--- config.mk ---
export PLATFORM = sky130hd
export DESIGN_NAME = dds_cmd_ctrl
export DESIGN_NICKNAME = d
export VERILOG_FILES = /design/src/rtl/dds_cmd_ctrl.sv
export SDC_FILE = /design/constraint.sdc
export NUM_CORES = 1
export LEC_CHECK = 0
export ABC_CLOCK_PERIOD_IN_PS = 3200
export CORE_AREA = 5 5 204 206
export CTS_CLUSTER_DIAMETER = 80
export DETAILED_ROUTE_END_ITERATION = 7
export DIE_AREA = 0 0 209 211
export HOLD_SLACK_MARGIN = 0.15
export PLACE_DENSITY = 0.62
export SLEW_MARGIN = 40
export SYNTH_ARGS = -nofsm -noshare
export SYNTH_HDL_FRONTEND = slang
export SYNTH_SLANG_ARGS = --single-unit
export TNS_END_PERCENT = 100
--- constraint.sdc ---
create_clock -name sys_clk -period 3.2 [get_ports sys_clk]
set_input_delay 0.96 -clock sys_clk [delete_from_list [all_inputs] [get_ports sys_clk]]
set_output_delay 0.96 -clock sys_clk [all_outputs]
set_load 0.005 [all_outputs]
--- src/rtl/dds_cmd_ctrl.sv ---
// Two-channel DDS command controller: validates 12-byte frames, updates per-channel
// shadow/active tone registers, and answers each frame with a 2-byte UART acknowledge.
module dds_ch #(
  parameter logic [31:0] DEF_FREQ = 32'h0000_0000,
  parameter logic [11:0] DEF_AMP  = 12'hFFF
) (
  input  logic        clk,
  input  logic        rst_n,
  input  logic        wr,
  input  logic        commit,
  input  logic        load_def,
  input  logic [61:0] cfg,
  output logic [61:0] act
);
  // {freq, phase, amp, wave}
  localparam logic [61:0] DEF = {DEF_FREQ, 16'h0000, DEF_AMP, 2'b00};

  logic [61:0] shadow;

  always_ff @(posedge clk or negedge rst_n) begin
    if (!rst_n) begin
      shadow <= DEF;
      act    <= DEF;
    end else if (load_def) begin
      shadow <= DEF;
      act    <= DEF;
    end else begin
      if (wr)     shadow <= cfg;
      if (commit) act    <= shadow;
    end
  end
endmodule

module dds_cmd_ctrl #(
  parameter logic [31:0] DEF_FREQ = 32'h0000_0000,
  parameter logic [11:0] DEF_AMP  = 12'hFFF
) (
  input  logic        sys_clk,
  input  logic        sys_rst_n,
  input  logic        recv_done,
  input  logic [7:0]  rev_data0,
  input  logic [7:0]  rev_data1,
  input  logic [7:0]  rev_data2,
  input  logic [7:0]  rev_data3,
  input  logic [7:0]  rev_data4,
  input  logic [7:0]  rev_data5,
  input  logic [7:0]  rev_data6,
  input  logic [7:0]  rev_data7,
  input  logic [7:0]  rev_data8,
  input  logic [7:0]  rev_data9,
  input  logic [7:0]  rev_data10,
  input  logic [7:0]  rev_data11,
  input  logic        tx_busy,
  output logic        tx_en,
  output logic [7:0]  tx_data,
  output logic [31:0] ch0_freq,
  output logic [31:0] ch1_freq,
  output logic [15:0] ch0_phase,
  output logic [15:0] ch1_phase,
  output logic [11:0] ch0_amp,
  output logic [11:0] ch1_amp,
  output logic [1:0]  ch0_wave,
  output logic [1:0]  ch1_wave,
  output logic [1:0]  dds_update,
  output logic        busy,
  output logic        frame_drop,
  output logic [7:0]  err_cnt
);
  localparam int NUM_CH = 2;

  typedef enum logic [2:0] {IDLE, CHECK, EXEC, TX_HDR, TX_HDR_W, TX_ST, TX_ST_W} state_t;
  typedef struct packed {
    logic [31:0] freq;
    logic [15:0] phase;
    logic [11:0] amp;
    logic [1:0]  wave;
  } ch_cfg_t;

  state_t state, nxt;
  logic [11:0][7:0] rx, frame;
  logic [7:0]  status, status_c, csum, cmd, chn;
  logic [NUM_CH-1:0] sel, wr, commit, load_def;
  logic [NUM_CH-1:0][61:0] act;
  logic armed, busy_seen, exec_ok;
  ch_cfg_t cfg, a0, a1;

  assign rx = {rev_data11, rev_data10, rev_data9, rev_data8, rev_data7, rev_data6,
               rev_data5, rev_data4, rev_data3, rev_data2, rev_data1, rev_data0};
  assign cmd  = frame[0];
  assign chn  = frame[1];
  assign busy = (state != IDLE);

  always_comb begin
    csum = 8'h00;
    for (int i = 0; i < 11; i++) csum = csum ^ frame[i];
  end

  always_comb begin
    status_c = 8'h00;
    if (csum != frame[11])                         status_c = 8'h01;
    else if (cmd == 8'h00 || cmd > 8'h03)          status_c = 8'h02;
    else if (cmd == 8'h01 ? (chn > 8'h01)
                          : !(chn <= 8'h01 || chn == 8'hFF)) status_c = 8'h03;
  end

  always_comb begin
    sel = 2'b00;
    if (chn == 8'h00)      sel = 2'b01;
    else if (chn == 8'h01) sel = 2'b10;
    else if (chn == 8'hFF) sel = 2'b11;
  end

  always_ff @(posedge sys_clk or negedge sys_rst_n) begin
    if (!sys_rst_n) state <= IDLE;
    else            state <= nxt;
  end

  // tx_en is combinational so it can only ever be high inside TX_HDR/TX_ST.
  always_comb begin
    nxt   = state;
    tx_en = 1'b0;
    case (state)
      IDLE:     if (recv_done && armed) nxt = CHECK;
      CHECK:    nxt = EXEC;
      EXEC:     nxt = TX_HDR;
      TX_HDR:   if (!tx_busy) begin tx_en = 1'b1; nxt = TX_HDR_W; end
      TX_HDR_W: if (busy_seen && !tx_busy) nxt = TX_ST;
      TX_ST:    if (!tx_busy) begin tx_en = 1'b1; nxt = TX_ST_W; end
      TX_ST_W:  if (busy_seen && !tx_busy) nxt = IDLE;
      default:  nxt = IDLE;
    endcase
  end

  assign exec_ok  = (state == EXEC) && (status == 8'h00);
  assign wr       = (exec_ok && cmd == 8'h01) ? sel : 2'b00;
  assign commit   = (exec_ok && cmd == 8'h02) ? sel : 2'b00;
  assign load_def = (exec_ok && cmd == 8'h03) ? sel : 2'b00;
  assign cfg      = {frame[2], frame[3], frame[4], frame[5], frame[6], frame[7],
                     frame[8][3:0], frame[9], frame[10][1:0]};

  // armed blocks a recv_done on the first edge after reset release.
  always_ff @(posedge sys_clk or negedge sys_rst_n) begin
    if (!sys_rst_n) begin
      armed      <= 1'b0;
      frame      <= '0;
      status     <= 8'h00;
      busy_seen  <= 1'b0;
      tx_data    <= 8'h00;
      dds_update <= 2'b00;
      frame_drop <= 1'b0;
      err_cnt    <= 8'h00;
    end else begin
      armed      <= 1'b1;
      frame_drop <= recv_done && (state != IDLE);
      dds_update <= commit | load_def;
      busy_seen  <= (state == TX_HDR_W || state == TX_ST_W) && (nxt == state)
                    && (busy_seen || tx_busy);
      if (state == IDLE && recv_done && armed) frame <= rx;
      if (state == CHECK) status <= status_c;
      if (state == EXEC && status != 8'h00 && err_cnt != 8'hFF) err_cnt <= err_cnt + 8'h01;
      if (state == EXEC) tx_data <= 8'hA5;
      else if (state == TX_HDR_W && nxt == TX_ST) tx_data <= status;
    end
  end

  for (genvar c = 0; c < NUM_CH; c++) begin : g_ch
    dds_ch #(.DEF_FREQ(DEF_FREQ), .DEF_AMP(DEF_AMP)) u_ch (
      .clk      (sys_clk),
      .rst_n    (sys_rst_n),
      .wr       (wr[c]),
      .commit   (commit[c]),
      .load_def (load_def[c]),
      .cfg      (cfg),
      .act      (act[c])
    );
  end

  assign a0 = act[0];
  assign a1 = act[1];
  assign ch0_freq  = a0.freq;
  assign ch0_phase = a0.phase;
  assign ch0_amp   = a0.amp;
  assign ch0_wave  = a0.wave;
  assign ch1_freq  = a1.freq;
  assign ch1_phase = a1.phase;
  assign ch1_amp   = a1.amp;
  assign ch1_wave  = a1.wave;
endmodule

-- After elaboration in Yosys (flattened, before gate mapping)
Cells that the tools add are included.
- memory bits (writable): 0
- word-level logic and storage cells: 114
- input port bits: 100
- bits in registers: 376
- memories kept: 0
- bits in latches: 0
- memory bits (read-only): 0
- output and inout port bits: 145
- bitwise gates (word level): 11
- reduce and logical (&&, ||, !) cells: 32
- divide/modulo/power cells: 0
- multipliers: 0
- muxes and demuxes: 28
- add/sub/neg operators: 1
- shift operators: 0
- magnitude comparators: 3
- equality and inequality tests: 15
- operators with widths (kind ; count):
    two-way mux 62 bit ; 8
    bitwise XOR 8 bit ; 10
    logical NOT 8 bit ; 3
    one-hot mux 3 bit (7 select lines) ; 1
    two-way mux 2 bit ; 9
    == test 8 x 1 -> 1 bit (second input constant) ; 2
    == test 8 x 2 -> 1 bit (second input constant) ; 2
    two-way mux 8 bit ; 2
    two-way mux 3 bit ; 5
    logical AND 1 bit ; 14
    == test 3 bit (second input constant) ; 4
    nonzero test 2 bit ; 5
    adder 8 x 1 -> 8 bit (second input constant) ; 1
    == test 8 bit (second input constant) ; 1
    > comparator 8 x 1 -> 1 bit (second input constant) ; 1
    > comparator 8 x 2 -> 1 bit (second input constant) ; 1
    less-or-equal comparator 8 x 1 -> 1 bit (second input constant) ; 1
    inequality test 8 bit ; 1
    inequality test 8 bit (second input constant) ; 1
    nonzero test 8 bit ; 1
    == test 3 x 2 -> 1 bit (second input constant) ; 2
    logical OR 1 bit ; 4
    == test 3 x 1 -> 1 bit (second input constant) ; 1
    == test 3 bit ; 1
    other kinds (6) ; 9

-- Logic depth before layout (Yosys ltp)
Gate-level depths: netlist (run 1).
- word-level depth: 12
- gate-level depth with buffers: 9
- gate-level depth less buffers: 7

-- Cells and area by module
A second synthesis (run 1) with hierarchy kept.
- cells, all modules: 1211
- area total of the unflattened synthesis: 15831.4 um^2
- by module, submodules not included (module ; seq. area each (um^2) ; area an instance (um^2) ; times used ; cells each):
    dds_ch ; 3133.0 ; 5188.7 ; 2 ; 402
    dds_cmd_ctrl ; 2927.8 ; 5454.0 ; 1 ; 407

-- Least setup slack after synthesis (run 1)
Ideal clock, no wire load.
- path type: in2out
- start: input port tx_busy
- end: output port tx_en
- buffers on the path: 0
- stages: 2
- path slack: 986 ps
- required time: 2240 ps
- data arrival time: 1254 ps
- cell sequence: nand2b_1 > a21oi_1
- longest elaborated chain between the ends: 2
- ends and longest elaborated chain (element ; RTL line ; RTL):
    from (decl) ; 53 ; input logic tx_busy,
    two-way mux 1 bit ; 126, 128 ;
    two-way mux 1 bit ; -- ;
    to (decl) ; 54 ; output logic tx_en,
No other way between the ends.

-- Worst setup path in the final report (run 1)
- start: register state[0]
- end: output port busy
- longest elaborated chain between the ends: 1
- ends and longest elaborated chain (element ; RTL line ; RTL):
    from (decl) ; 79 ; state_t state, nxt;
    from (signal assigned) ; 115 ; else state <= nxt;
    nonzero test 3 bit ; 91 ; assign busy = (state != IDLE);
    to (decl) ; 65 ; output logic busy,
No other way between the ends.

==> results of run 1 <==
==> cell usage in the layout, fill, tap and decap left out, drive strengths merged, types with 2 or more instances in the layout <==
cell and n:
o21ai 252, dfrtp 317, and2 2, nor3 3, nand3 3, nand2b 104, inv 5, mux2i 2
and3 2, nor4 3, nand2 316, buf 23, clkinv 5, dfstp 48, xnor3 3, xor2 9
conb 4, nor2b 4, nor2 47, a21o 2, clkdlybuf4s50 239, nand4 6, mux2 98, and4 2
clkbuf 63, xnor2 79, bufinv 2
==> area by class of cell <==
class | instances | area (µm²)
clock inverter | 9 | 116.4
tap | 525 | 656.9
timing repair buffer | 263 | 2706
sequential | 365 | 9198
clock buffer | 63 | 1189
fill | 3706 | 20010
inverter | 3 | 11.26
multi-input combinational | 952 | 5573
==> where the power goes <==
group          internal [mW]  switching, mW
logic                   2.56           2.08
registers               5.35          0.897
clock network           2.72           1.83
total                   10.6           4.81
==> synthesized netlist by cell type (3+ instances only) <==
| master | instances |
|---|---|
| nor2_1 | 47 |
| xor2_1 | 9 |
| clkbuf_1 | 45 |
| nand3_1 | 3 |
| o21ai_0 | 80 |
| buf_4 | 13 |
| dfstp_2 | 48 |
| nand4_1 | 6 |
| buf_6 | 13 |
| mux2_2 | 98 |
| nor4_1 | 3 |
| inv_1 | 3 |
| xnor3_1 | 3 |
| nand2_2 | 4 |
| nand2_1 | 312 |
| buf_2 | 19 |
| nor2b_1 | 4 |
| dfrtp_1 | 317 |
| xnor2_1 | 79 |
| nand2b_1 | 103 |
| o21ai_1 | 172 |
==> state kept, by name, indices dropped and copies added, names as in the netlist <==
register,flops
cmd,8
err_cnt,8
g_ch.u_ch.act,124
busy_seen,1
frame_drop,1
armed,1
chn,8
g_ch.u_ch.shadow,124
tx_data,3
dds_update,2
status,2
state,3
cfg,62
frame,18
==> timing repair <==
| item | CTS | global route |
|---|---|---|
| setup endpoints to repair | 1 | 0 |
| gates resized for setup | 1 | 0 |
| buffers inserted | 0 | 0 |
| hold buffers | 0 | 0 |
==> worst max-delay path, cell delays in order, from the launching register on <==
cell,delay [ns]
dfrtp_1,0.50
nor3_1,0.43
inv_1,0.08
clkdlybuf4s50_1,0.46
==> routing by layer <==
| layer | up-vias | global-route usage, % | part of all wire [%] |
|---|---|---|---|
| li1 | 5067 | - | - |
| met1 | 4882 | 25.86 | 47 |
| met2 | 184 | 27.86 | 46 |
| met3 | 47 | 3.000 | 4.5 |
| met4 | 0 | 4.185 | 1.8 |
| met5 | - | 0 | 0 |
==> worst max-delay path by stage <==
stage,from,to,slack [ns],cells after the start
finish,state[0],busy,0.26,3
global route,state[0],busy,0.12,3
floorplan,tx_busy,tx_en,0.99,2
CTS,state[0],busy,0.23,3
global placement,tx_busy,tx_en,-0.06,4
detailed placement,tx_busy,tx_en,-0.04,4
==> logic make-up (layout without fill, tap and decap cells) <==
group                      count (synthesis)  after routing  share of synthesized area, %
other                                      2              4                       0.04924
DFF                                      365            365                         60.28
muxes                                    100            100                         7.367
and+or+nand+nor                          496            496                         14.66
adders and majority gates                  1              1                       0.08203
AOI/OAI and AO/OA                        260            260                         8.655
buffers and inverters                     93            338                         3.405
xor gates and xnor gates                  91             91                         5.497
==> stage by stage <==
| stage | power (mW) | cell area [µm²] | hold slack, ns | setup TNS, ns |
|---|---|---|---|---|
| 3_3_place_gp | 11.03 | 18150 | 0.4530 | -0.05713 |
| 5_1_grt | 16.32 | 19450 | 0.4457 | 0 |
| 4_1_cts | 15.73 | 19450 | 0.4115 | 0 |
| 2_1_floorplan | 9.484 | 15260 | 0.4447 | 0 |
| 6_report | 15.44 | 19450 | 0.4220 | 0 |
| 3_5_place_dp | 11.10 | 18150 | 0.4559 | -0.03719 |
==> impl_metrics.toml, run 1 <==
[sta]
slew_headroom_pct = 46.80
min_period_ns = 2.937
fin_ws_ns = 0.2634
setup_viol = 0
maxSlewViolCount = 0
rsz0062_at_grt = "false"
period_share_pct = 91.77
hold_viol = 0
finClkSkew_ns = 0.02820
fmax_mhz = 340.5
worst_pin_slew_ns = 0.7907

[cts]
clkTransAtPathRegs_ns = 0.06
tritoncts = "done"
clockRootBuffer = "clkbuf_16"
cts_max_level = 2
cts_buffer_depth = 3
cts_buffers = 40
clock_latency_ns = 0.54
cts_sinks = 365

[synth]
synth.top_cell.area_share_pct = 52.01
synth_cell_types = 42
yosysSeqAreaShare_pct = 60.28
synth_top_area_cell = "dfrtp_1"
synthCells = 1408
avgSynthCellArea_um2 = 10.83
synth_async_sr_flop_share_pct = 100.0
synth_ff_type = "dfrtp_1"
ys_ff_latch = 365
synth_edf_count = 0
synth_area_leaders = "dfrtp_1 (52%), dfstp_2 (8.3%), nand2_1 (7.7%)"
synth_area_um2 = 15250
ys_warn_count = 0

[worst_setup_path]
cp_max_fo = 12
arrival_ns = 1.98
cp-end-kind = "output port"
timing.rr.end = "g_ch[1].u_ch.shadow[48]"
regToRegStartpoint = "cmd[7]"
rrSetupSlack_ns = 0.61
reg2reg_depth = 7
cp.required_ns = 2.24
setup.worst_path.start_class = "flop"
path_class = "flop to output port"

[detailed_routing]
viasPerCell = 4.670
ant_nets = 0
first_iter_violations = 412
wire_per_inst_um = 17.94
routed_wl_um = 39100
drc = 0
drt-pass1-iter-count = 4
vias = 10180

[cells_and_area]
final_util_pct = 49.29
diodes = 0
drive_gt1_share_pct = 14.44
area_delta_synth_final_pct = 27.53
final_nets = 1726
finalNonFillerCells = 2180

[placement]
dp_cells = 2108
portBuffers = 241
place.gp.congestion = 0.7812
dp_slack_ns = -0.03719
dpl.hpwl_um = 27710

[flow_run]
drv_cap = 0

[floorplan]
core-area_um2 = 39460
start_util_pct = 38.65
die_h_um = 211
fp.dieArea_um2 = 44100
die_w_um = 209
rows = 73
io_pins = 245

[power]
vdd_drop_max_mv = 0.6651
power.leakage_nw = 8.041
power.density_nw_per_um2 = 793.8

[hold_path]
hp-class = "primary input to async pin"

[global_routing]
gr-usage-all-layers_pct = 17.69
grt_start_max_net_pins = 126
antenna_found_initial = 0
grt_overflow_total = 0
grt_pass1_vias = 10556
grt_pass1_wl_um = 61930

[outcome]
status = "complete, no violations"
No activity file was read; power rests on OpenSTA's default activity.
==> run 2: changes to the inputs <==
--- a/config.mk
+++ b/config.mk
@@ -6,10 +6,11 @@
 export NUM_CORES = 1
 export LEC_CHECK = 0
 export ABC_CLOCK_PERIOD_IN_PS = 3200
-export CORE_AREA = 5 5 204 206
+export CAP_MARGIN = 10
+export CORE_AREA = 2 2 201 203
 export CTS_CLUSTER_DIAMETER = 80
 export DETAILED_ROUTE_END_ITERATION = 7
-export DIE_AREA = 0 0 209 211
+export DIE_AREA = 0 0 203 205
 export HOLD_SLACK_MARGIN = 0.15
 export PLACE_DENSITY = 0.62
 export SLEW_MARGIN = 40
==> impl_metrics.toml, run 2 (synthesis gave the netlist of run 1 again) <==
[worst_setup_path]
arrival_ns = 1.99
reg2reg_depth = 7
cp_num_buf_inv = 2
cp.required_ns = 2.24
rrSetupSlack_ns = 0.62
worstPathCellList = "nor3_1 -> inv_1 -> clkdlybuf4s50_1"
cpMaxStageDelayCell = "dfrtp_1"
crit_family = "buffers and inverters"
setup.worst_path.start_class = "flop"
timing.rr.end = "g_ch[1].u_ch.shadow[18]"
slowest_delay_ns = 0.51
cp_max_fo = 12
regToRegStartpoint = "cmd[7]"
cp-end-kind = "output port"
path_class = "flop to output port"

[power]
vdd_drop_max_mv = 0.4464
power_mw = 15.71
power.leakage_nw = 8.094
power.density_nw_per_um2 = 802.5

[cells_and_area]
finalNonFillerCells = 2181
final_nets = 1723
area_delta_synth_final_pct = 28.35
final_common_cell = "dfrtp_1"
drive_gt1_share_pct = 14.94
final_util_pct = 49.72
final_cell_mix = "dfrtp_1 (316), nand2_1 (311), clkdlybuf4s50_1 (239)"

[global_routing]
use_met1_pct = 27.10
grt_start_max_net_pins = 125
grt.busiest_layer = "met2"
antenna_found_initial = 2
grt_pass1_wl_um = 60020
met2_usage_pct = 29.46
gr-usage-all-layers_pct = 18.80
grt_overflow_total = 0
grt_pass1_vias = 10396
use_met3_pct = 2.673

[sta]
fmax_mhz = 339.4
min_period_ns = 2.947
rsz0062_at_grt = "false"
maxSlewViolCount = 0
finClkSkew_ns = 0.01681
worst_pin_slew_ns = 0.6400
slew_headroom_pct = 57.33
fin_hold_ws_ns = 0.3708
setup_viol = 0
hold_viol = 0
period_share_pct = 92.08

[detailed_routing]
viasPerCell = 4.713
ant_nets = 0
routed_wl_um = 38190
first_iter_violations = 442
drc = 0
vias = 10280
drt-pass1-iter-count = 5
wire_per_inst_um = 17.51

[floorplan]
core-area_um2 = 39370
io_pins = 245
start_util_pct = 38.74
die_h_um = 205
fp.dieArea_um2 = 41620
die_w_um = 203
rows = 73

[cts]
cts_max_level = 2
hold_buffers = 0
cts_buffer_depth = 3
cts_sinks = 365
cts_resized = 2
clkTransAtPathRegs_ns = 0.06
cts_setup_buffers = 0
tritoncts = "done"
cts_buffers = 40
clock_latency_ns = 0.54
clockRootBuffer = "clkbuf_16"

[flow_run]
drv_cap = 0

[placement]
portBuffers = 241
dp_cells = 2105
place.gp.congestion = 0.7830
dpl.hpwl_um = 26670

[hold_path]
hp-class = "primary input to async pin"

[outcome]
status = "complete, no violations"
[run 2: cell count changes in the layout (fill, tap and decap cells not counted)]
cell and delta:
a21oi_1 -1, a21oi_2 +1, buf_12 +2, buf_4 -5, clkbuf_1 -8, clkbuf_16 +2
clkbuf_8 +6, clkinvlp_4 +2, diode_2 +3, inv_4 +1, inv_6 -1, inv_8 -1
nor4_1 -1, nor4_2 +1
[run 2: how the worst max path moves through the flow]
stage / startpoint / end / cells after the start
after CTS: state[0] / busy / 3
after global routing: state[0] / busy / 3
after global placement: tx_busy / tx_en / 4
after floorplan: tx_busy / tx_en / 2
final: state[0] / busy / 3
after detailed placement: tx_busy / tx_en / 4
[run 2: report_power, final]
| group | switching, mW | internal, mW | leakage [nW] | total (mW) |
|---|---|---|---|---|
| combinational | 2.10 | 2.57 | 2.69 | 4.67 |
| clock | 1.85 | 2.94 | 0.693 | 4.79 |
| sequential | 0.904 | 5.35 | 4.71 | 6.25 |
[run 2: layout make-up]
cell class                 instances  area, µm²
multi-input combinational        952       5583
timing repair buffer             260       2709
tap                              525      656.9
sequential                       365       9198
clock inverter                    10      117.6
fill                            3577      19790
antenna                            3      7.507
inverter                           3      11.26
clock buffer                      63       1291
[run 2: metal layers]
layer	vias to the layer above	routed length [µm]
li1	5079	-
met1	4942	18280
met2	204	17610
met3	55	1441
met4	0	862
met5	-	0
[run 2: per-stage QoR]
step	cell area [µm²]	worst slack, ns	TNS (ns)
6_report	19570	0.2535	0
5_1_grt	19570	0.06754	0
4_1_cts	19560	0.2103	0
3_5_place_dp	18150	-0.07552	-0.07552
3_3_place_gp	18150	-0.09672	-0.09672
2_1_floorplan	15260	0.9864	0
